File: config.mk
export PLATFORM = sky130hd
export DESIGN_NAME = light_sequencer_flat
export DESIGN_NICKNAME = d
export VERILOG_FILES = /design/src/rtl/light_sequencer_if.sv /design/src/rtl/light_sequencer.sv /design/src/flat_wrapper.sv
export SDC_FILE = /design/constraint.sdc
export NUM_CORES = 1
export LEC_CHECK = 0
export CORE_ASPECT_RATIO = 1.25
export CORE_UTILIZATION = 56
export CTS_CLUSTER_DIAMETER = 80
export CTS_CLUSTER_SIZE = 28
export DETAILED_ROUTE_END_ITERATION = 8
export HOLD_SLACK_MARGIN = 0.08
export PLACE_DENSITY = 0.85
export SYNTH_ARGS = -nofsm -noshare
export SYNTH_HDL_FRONTEND = slang
export SYNTH_SLANG_ARGS = --single-unit
File: constraint.sdc
create_clock -name clk -period 4.7 [get_ports clk]
set_input_delay 0.94 -clock clk [delete_from_list [all_inputs] [get_ports clk]]
set_output_delay 0.94 -clock clk [all_outputs]
set_load 0.01 [all_outputs]
File: src/rtl/light_sequencer_if.sv
// Control/status bundle between the room-light sequencer and its environment.
// The master side drives the requests; the slave side (the sequencer) drives level/state/PWM.
interface light_sequencer_if;
    logic       app_switch;
    logic       movement;
    logic       dark;
    logic [7:0] room_intensity;
    logic [7:0] level;
    logic [1:0] state;
    logic       light_control;

    modport master (
        output app_switch, movement, dark, room_intensity,
        input  level, state, light_control
    );

    modport slave (
        input  app_switch, movement, dark, room_intensity,
        output level, state, light_control
    );
endinterface

File: src/rtl/light_sequencer.sv
// Room-light sequencer: manual/auto arbitration, occupancy hold, brightness ramp and PWM drive.
// Define LIGHT_SEQ_INSTANT_EN to bypass ramping (level jumps to target, no prescaler).
module light_sequencer #(
    parameter int unsigned HOLD_CYCLES = 1000,
    parameter int unsigned RAMP_DIV    = 4
) (
    input  logic           clk,
    input  logic           rst,
    light_sequencer_if.slave bus
);

    localparam int unsigned HW = (HOLD_CYCLES > 1) ? $clog2(HOLD_CYCLES) : 1;

    typedef enum logic [1:0] {
        S_OFF  = 2'd0,
        S_RAMP = 2'd1,
        S_ON   = 2'd2,
        S_HOLD = 2'd3
    } state_t;

    state_t          r_state;
    state_t          w_state_next;
    logic [7:0]      r_level;
    logic [7:0]      w_level_next;
    logic [HW-1:0]   r_hold_cnt;
    logic [HW-1:0]   w_hold_next;
    logic [7:0]      r_pwm_cnt;
    logic            r_light;
    logic            w_request;
    logic [7:0]      w_target;
    logic            w_step;

    assign w_request = bus.app_switch | (bus.dark & bus.movement);
    assign w_target  = (w_request || (r_state == S_HOLD)) ? bus.room_intensity : 8'd0;

`ifdef LIGHT_SEQ_INSTANT_EN
    assign w_step = 1'b1;
`else
    localparam int unsigned PW = (RAMP_DIV > 1) ? $clog2(RAMP_DIV) : 1;

    logic [PW-1:0] r_presc;

    assign w_step = (r_presc == PW'(RAMP_DIV - 1));

    // Held at zero outside RAMP, so every RAMP entry starts a fresh prescale period.
    always_ff @(posedge clk or posedge rst) begin
        if (rst) begin
            r_presc <= '0;
        end else if (r_state != S_RAMP || w_step) begin
            r_presc <= '0;
        end else begin
            r_presc <= r_presc + PW'(1);
        end
    end
`endif

    always_comb begin
        w_state_next = r_state;
        w_hold_next  = '0;
        w_level_next = r_level;

        case (r_state)
            S_OFF: begin
                if (w_request) begin
                    w_state_next = S_RAMP;
                end
            end

            S_RAMP: begin
                if (r_level == w_target) begin
                    w_state_next = (w_target != 8'd0) ? S_ON : S_OFF;
                end else if (w_step) begin
`ifdef LIGHT_SEQ_INSTANT_EN
                    w_level_next = w_target;
`else
                    w_level_next = (w_target > r_level) ? r_level + 8'd1 : r_level - 8'd1;
`endif
                end
            end

            S_ON: begin
                // Hold entry must win over the target-mismatch path, since target drops to 0 here.
                if (!bus.app_switch && bus.dark && !bus.movement) begin
                    w_state_next = S_HOLD;
                end else if (w_target != r_level) begin
                    w_state_next = S_RAMP;
                end
            end

            S_HOLD: begin
                w_hold_next = r_hold_cnt + HW'(1);
                if (w_request) begin
                    w_hold_next  = '0;
                    w_state_next = (w_target != r_level) ? S_RAMP : S_ON;
                end else if (!bus.dark) begin
                    w_hold_next  = '0;
                    w_state_next = S_RAMP;
                end else if (r_hold_cnt == HW'(HOLD_CYCLES - 1)) begin
                    w_hold_next  = '0;
                    w_state_next = S_RAMP;
                end
            end

            default: begin
                w_state_next = S_OFF;
            end
        endcase
    end

    always_ff @(posedge clk or posedge rst) begin
        if (rst) begin
            r_state    <= S_OFF;
            r_level    <= '0;
            r_hold_cnt <= '0;
        end else begin
            r_state    <= w_state_next;
            r_level    <= w_level_next;
            r_hold_cnt <= w_hold_next;
        end
    end

    always_ff @(posedge clk or posedge rst) begin
        if (rst) begin
            r_pwm_cnt <= '0;
            r_light   <= 1'b0;
        end else begin
            r_pwm_cnt <= r_pwm_cnt + 8'd1;
            r_light   <= (r_level == 8'hFF) | (r_pwm_cnt < r_level);
        end
    end

    assign bus.level         = r_level;
    assign bus.state         = r_state;
    assign bus.light_control = r_light;

endmodule

File: src/flat_wrapper.sv
// flat-port wrapper written by rule: the top's interface ports become plain ports
module light_sequencer_flat 
#(
    parameter int unsigned HOLD_CYCLES = 1000,
    parameter int unsigned RAMP_DIV    = 4
)
  (clk, rst, bus_app_switch, bus_movement, bus_dark, bus_room_intensity, bus_level, bus_state, bus_light_control);
  light_sequencer_if bus_i ();
  input  logic clk;
  input  logic rst;
  input wire logic [$bits(bus_i.app_switch)-1:0] bus_app_switch;
  input wire logic [$bits(bus_i.movement)-1:0] bus_movement;
  input wire logic [$bits(bus_i.dark)-1:0] bus_dark;
  input wire logic [$bits(bus_i.room_intensity)-1:0] bus_room_intensity;
  output wire logic [$bits(bus_i.level)-1:0] bus_level;
  output wire logic [$bits(bus_i.state)-1:0] bus_state;
  output wire logic [$bits(bus_i.light_control)-1:0] bus_light_control;
  assign bus_i.app_switch = bus_app_switch;
  assign bus_i.movement = bus_movement;
  assign bus_i.dark = bus_dark;
  assign bus_i.room_intensity = bus_room_intensity;
  assign bus_level = bus_i.level;
  assign bus_state = bus_i.state;
  assign bus_light_control = bus_i.light_control;
  light_sequencer #(.HOLD_CYCLES(HOLD_CYCLES), .RAMP_DIV(RAMP_DIV)) u_core (.clk(clk), .rst(rst), .bus(bus_i));
endmodule
======== After elaboration in Yosys (flattened, before gate mapping) ========
Cells that the tools add are included.
W data, S select, Z words.
storage, ports and cells
  flip-flop bits (word level) ............. 31
  output and inout bits ................... 11
  input bits .............................. 13
  logic and storage cells ................. 57
operators by class
  bitwise operators ....................... 4
  eq/ne operators ......................... 13
  mux-type cells .......................... 17
  add/sub/neg operators ................... 5
  reduce and logical (&&, ||, !) cells .... 10
  magnitude comparators ................... 2
operators by type and width
  operator                 count
  $mux W10                 4
  $mux W2                  10
  $add A8 B1 Y8 const B    2
  $mux W8                  2
  $add A10 B1 Y10 const B  1
  $eq A10 B10 Y1 const B   1
  $eq A8 B8 Y1             1
  $eq A8 B8 Y1 const B     1
  $gt A8 B8 Y1             1
  $lt A8 B8 Y1             1
  $ne A8 B8 Y1             1
  $pmux W2 S4              1
  $reduce_bool A8 Y1       1
  $sub A8 B1 Y8 const B    1
  $eq A2 B2 Y1 const B     3
  $ne A2 B1 Y1 const B     3
  $ne A4 B3 Y1 const B     1
  $reduce_and A4 Y1        1
  $ne A3 B1 Y1 const B     1
  $reduce_and A3 Y1        1
  $add A2 B1 Y2 const B    1
  $eq A2 B1 Y1 const B     1
  $logic_and A1 B1 Y1      2
  $logic_not A1 Y1         2
  5 further kinds          7

======== Depth between registers and ports, before layout ========
Gate-level depths: netlist (run 1).
  depth after elaboration ................. 8
  mapped depth ............................ 15
  gate-level depth less buffers ........... 15

======== Least setup slack after synthesis (run 1) ========
Ideal clock, no wire load.
  kind .................................... input to register
  start point ............................. in bus_dark
  end point ............................... reg u_core.r_level[7], in the netlist u_core.bus.level[7]
  path buffers ............................ 0
  arrival time ............................ 4.124 ns
  cell stages on the path ................. 15
  library setup time ...................... 0.080 ns
  data required time ...................... 4.620 ns
  setup slack ............................. 0.496 ns
  path through ............................ a21o_1 -> a21oi_1 -> nor2b_1 -> ha_1 -> nor2b_1 -> o211ai_1 -> a21oi_1 -> o31ai_1 -> ha_1 -> a211oi_1 -> nor2_1 -> o22a_1 -> o311a_1 -> a21oi_2 -> xnor2_1
between the ends
  word-level cells in the longest chain between the ends .. 7
  elaborated cells between the ends (all ways) .. 9
  those cells by class .................... 1 x order compare; 1 x eq/ne; 2 x mux; 3 x bitwise; 2 x reduce/logical
ends and longest elaborated chain
  element                                                               line                    source
  start: declaration                                                    flat_wrapper.sv:13      input wire logic [$bits(bus_i.dark)-1:0] bus_dark;
  $and A1 B1 Y1 *                                                       light_sequencer.sv:33   assign w_request = bus.app_switch | (bus.dark & bus.movement);
  $or A1 B1 Y1 *                                                        light_sequencer.sv:33
  $logic_or A1 B1 Y1 *                                                  light_sequencer.sv:34   assign w_target = (w_request || (r_state == S_HOLD)) ? bus.room_intensity : 8'd0;
  $mux W8 *                                                             light_sequencer.sv:34
  parallel branches: the longest is 3 deep, another holds $gt A8 B8 Y1  -
  end signal: assignment                                                light_sequencer.sv:117  r_level <= w_level_next;
  end: declaration                                                      light_sequencer.sv:23   logic [7:0] r_level;
Every way passes the cells marked *.
A chain may end at the register's enable or synchronous reset.

======== Worst setup path in the final report (run 1) ========
Ends and elaborated chain as after synthesis.

==> flow_summary.yaml, run 1 <==
floorplanning:
  dieWidth_um: 56.09
  core_um2: 3483
  die_h_um: 69.62
  die_area_um2: 3905
  start_util: 0.5880
  rows: 24
  io-pin-count: 24
yosys:
  synth-edff-count: 0
  netlist_area_um2: 2048
  ys_ff_latch: 31
  yosysUniqueCellTypes: 47
  syn-instance-count: 211
  synth_area_leaders: "dfrtp_1 (38%), ha_1 (15%), xnor2_1 (4.3%)"
  ys_warn_count: 0
  yosysMostFrequentCell: "dfrtp_1"
  ys_seq_area_frac: 0.3787
  synthFlopType: "dfrtp_1"
  synth_top_cell_area_share: 0.3787
  synth_top_cell_by_area: "dfrtp_1"
  async_reset_ff_frac: 1.000
  synth.avg_cell_area_um2: 9.707
  synthTopCellsByCount: "dfrtp_1 (31), ha_1 (25), nor2_1 (14), a21oi_1 (12), inv_1 (12)"
  synth_fp_nets: 250
detailed_routing:
  wl_per_cell_um: 14.69
  firstDrtPassIters: 4
  ant_nets: 0
  viasPerCell: 5.800
  drt_iter0_drc: 47
  via_count: 1624
  drc: 0
  wl_um: 4113
sta:
  min_period_ns: 4.370
  fin_tns_setup_ns: 0
  worst_slew_margin_rel: 0.4928
  setup_viol: 0
  min_period_over_period: 0.9298
  tightestPinTransition_ns: 0.7558
  skew_ns: 0.001536
  final_hold_viol_count: 0
  rsz0062_at_grt: "no"
  holdWs_ns: 0.4384
  max_clock_freq_ghz: 0.2288
  slew_violations: 0
cts:
  postCtsSetupBuffers: 0
  clkTransAtPathRegs_ns: 0.06
  hold_buffers: 0
  ctsLongestPathBuffers: 2
  post_cts_resized: 0
  cts-root-buf: "clkbuf_8"
  clk_latency_ns: 0.28
  numCtsBuffers: 5
  cts_tree: "done"
  clock-sinks: 31
  htree_levels: 2
run_status:
  status: "finished, final reports clean"
power:
  max-vdd-ir-drop_mv: 0.5321
  powerDensity_nw_per_um2: 577.7
  cellLeakagePower_nw: 1.086
critical_path:
  crit_chain: "clkdlybuf4s50_1 > a21o_1 > a21oi_1 > nor2b_1 > ha_1 > nor2b_1 > o211ai_1 > a21oi_1 > o31ai_1 > buf_4 > ha_1 > a211oi_1 > nor2_1 > o22a_1 > o311a_1 > a21oi_2 > xnor2_1"
  crit_required_ns: 4.90
  cp_data_arrival_time_ns: 4.57
  cp_max_fo: 8
  path_buf_inv: 2
  critical-path-max-stage-delay_ns: 0.47
  cpMaxStageDelayCell: "a21oi_1"
  cp_top_family: "compound AO/OA/AOI/OAI gates"
  worstSetupPathType: "input pin to flip-flop"
  end_kind: "flip-flop"
  start_kind: "input pin"
grt:
  grt_max_degree: 32
  antenna_found_initial: 0
  grtUsageTotal: 0.2302
  grt_pass1_vias: 1558
  grt-ovfl-total: 0
  grt_pass1_wl_um: 6934
placement:
  port_buffers: 23
  globalplace.congestion: 0.8149
  dp_hpwl_um: 3101
  place_inst: 273
final_layout:
  layout-drive-gt1-share: 0.05809
  final-instance-count-excl-fill: 280
  syn_to_final_growth_pct: 18.57
  fillCellCount: 280
  antennaDiodeCount: 0
  finalNetCount: 280
  multi_input_area_um2: 1204
  area.sequential_um2: 775.7
  utilization: 0.6972
run:
  maxCapViolCount: 0
hold_path:
  hold_class: "flip-flop to flip-flop"
[metrics by stage]
| stage | cell area (um2) | setup WS (ns) | power [mW] |
|---|---|---|---|
| 6_report | 2429 | 0.3301 | 1.403 |
| 4_1_cts | 2429 | 0.3682 | 1.408 |
| 5_1_grt | 2429 | 0.05105 | 1.527 |
| 3_3_place_gp | 2326 | 0.2465 | 1.130 |
| 2_1_floorplan | 2048 | 0.4962 | 0.9348 |
| 3_5_place_dp | 2326 | 0.1052 | 1.154 |
[state kept, by name, indices dropped and copies added (netlist names)]
name,flops
u_core.r_hold_cnt,10
u_core.r_pwm_cnt,8
u_core.bus.state,2
u_core.r_presc,2
u_core.bus.level,8
u_core.bus.light_control,1
[power breakdown]
group	switching (mW)	internal (mW)
Combinational	0.386	0.377
Sequential	0.0709	0.319
Clock	0.0941	0.155
Total	0.551	0.852
[worst reg2reg max path, delay by kind of cell (launching register included)]
kind,cells,cell delay (ns)
fa+ha+maj,2,0.56
compound gates,8,1.80
buf+inv,1,0.20
flops,1,0.49
simple gates,3,0.36
xor+xnor,1,0.13
[routing by layer]
metal,up-vias,global-route usage,share of wire
met5,-,0,0
met4,0,0.1030,0.020
met3,5,0.04291,0.048
met2,43,0.4008,0.50
met1,756,0.2722,0.43
li1,820,-,-
[cells by family (layout without fill, tap and decap cells)]
| kind of cell | after synthesis | after routing | share of synthesized area |
|---|---|---|---|
| and+or+nand+nor | 72 | 72 | 0.1924 |
| AOI/OAI and AO/OA | 49 | 49 | 0.1546 |
| DFF | 31 | 31 | 0.3787 |
| adders and majority gates | 26 | 26 | 0.1625 |
| xor gates and xnor gates | 17 | 17 | 0.07269 |
| buffers and inverters | 15 | 45 | 0.03360 |
| muxes | 1 | 1 | 0.005497 |
[final timing paths]
path                                          start  slack [ns]              endpoint  cells after the start
worst min-delay path              u_core.r_presc[0]        0.44     u_core.r_presc[0]                      1
worst min register to register    u_core.r_presc[0]        0.44     u_core.r_presc[0]                      1
worst max register to register  u_core.bus.state[0]        1.10   u_core.bus.level[7]                     15
max in group asynchronous                       rst        3.39   u_core.bus.level[7]                      3
min in group asynchronous                       rst        1.03  u_core.r_hold_cnt[7]                      3
worst max-delay path                       bus_dark        0.33   u_core.bus.level[7]                     17
[final cells by class]
type / instances / area share
clock buffer: 6 / 0.02988
clock inverter: 1 / 0.01236
inverter: 12 / 0.01855
multi-input combinational: 165 / 0.4956
sequential: 31 / 0.3194
tap: 39 / 0.02009
timing repair buffer: 26 / 0.1041
[cell usage in the layout (no fill, tap or decap), types with 7 or more instances in the layout]
cell,instances
a21oi_1,12
clkdlybuf4s50_1,23
dfrtp_1,31
ha_1,25
inv_1,12
nand2_1,10
nand3_1,8
nor2_1,14
nor2b_1,9
o21ai_0,7
xnor2_1,10
xor2_1,7
Power figures use the tool's default switching activity.
==> run 2, diff against run 1 <==
==> constraint.sdc (replaced) <==
create_clock -name clk -period 4.7 [get_ports clk]
set_input_delay 0.94 -clock clk [delete_from_list [all_inputs] [get_ports clk]]
set_output_delay 0.94 -clock clk [all_outputs]
set_load 0.005 [all_outputs]
==> results of run 2 <==
Same layout as run 1 (identical final DEF). Status: finished, final reports clean.
Main changes from that run: total power 1.403 mW -> 1.387 mW; worst IR drop on VDD 0.5321 mV -> 0.5314 mV
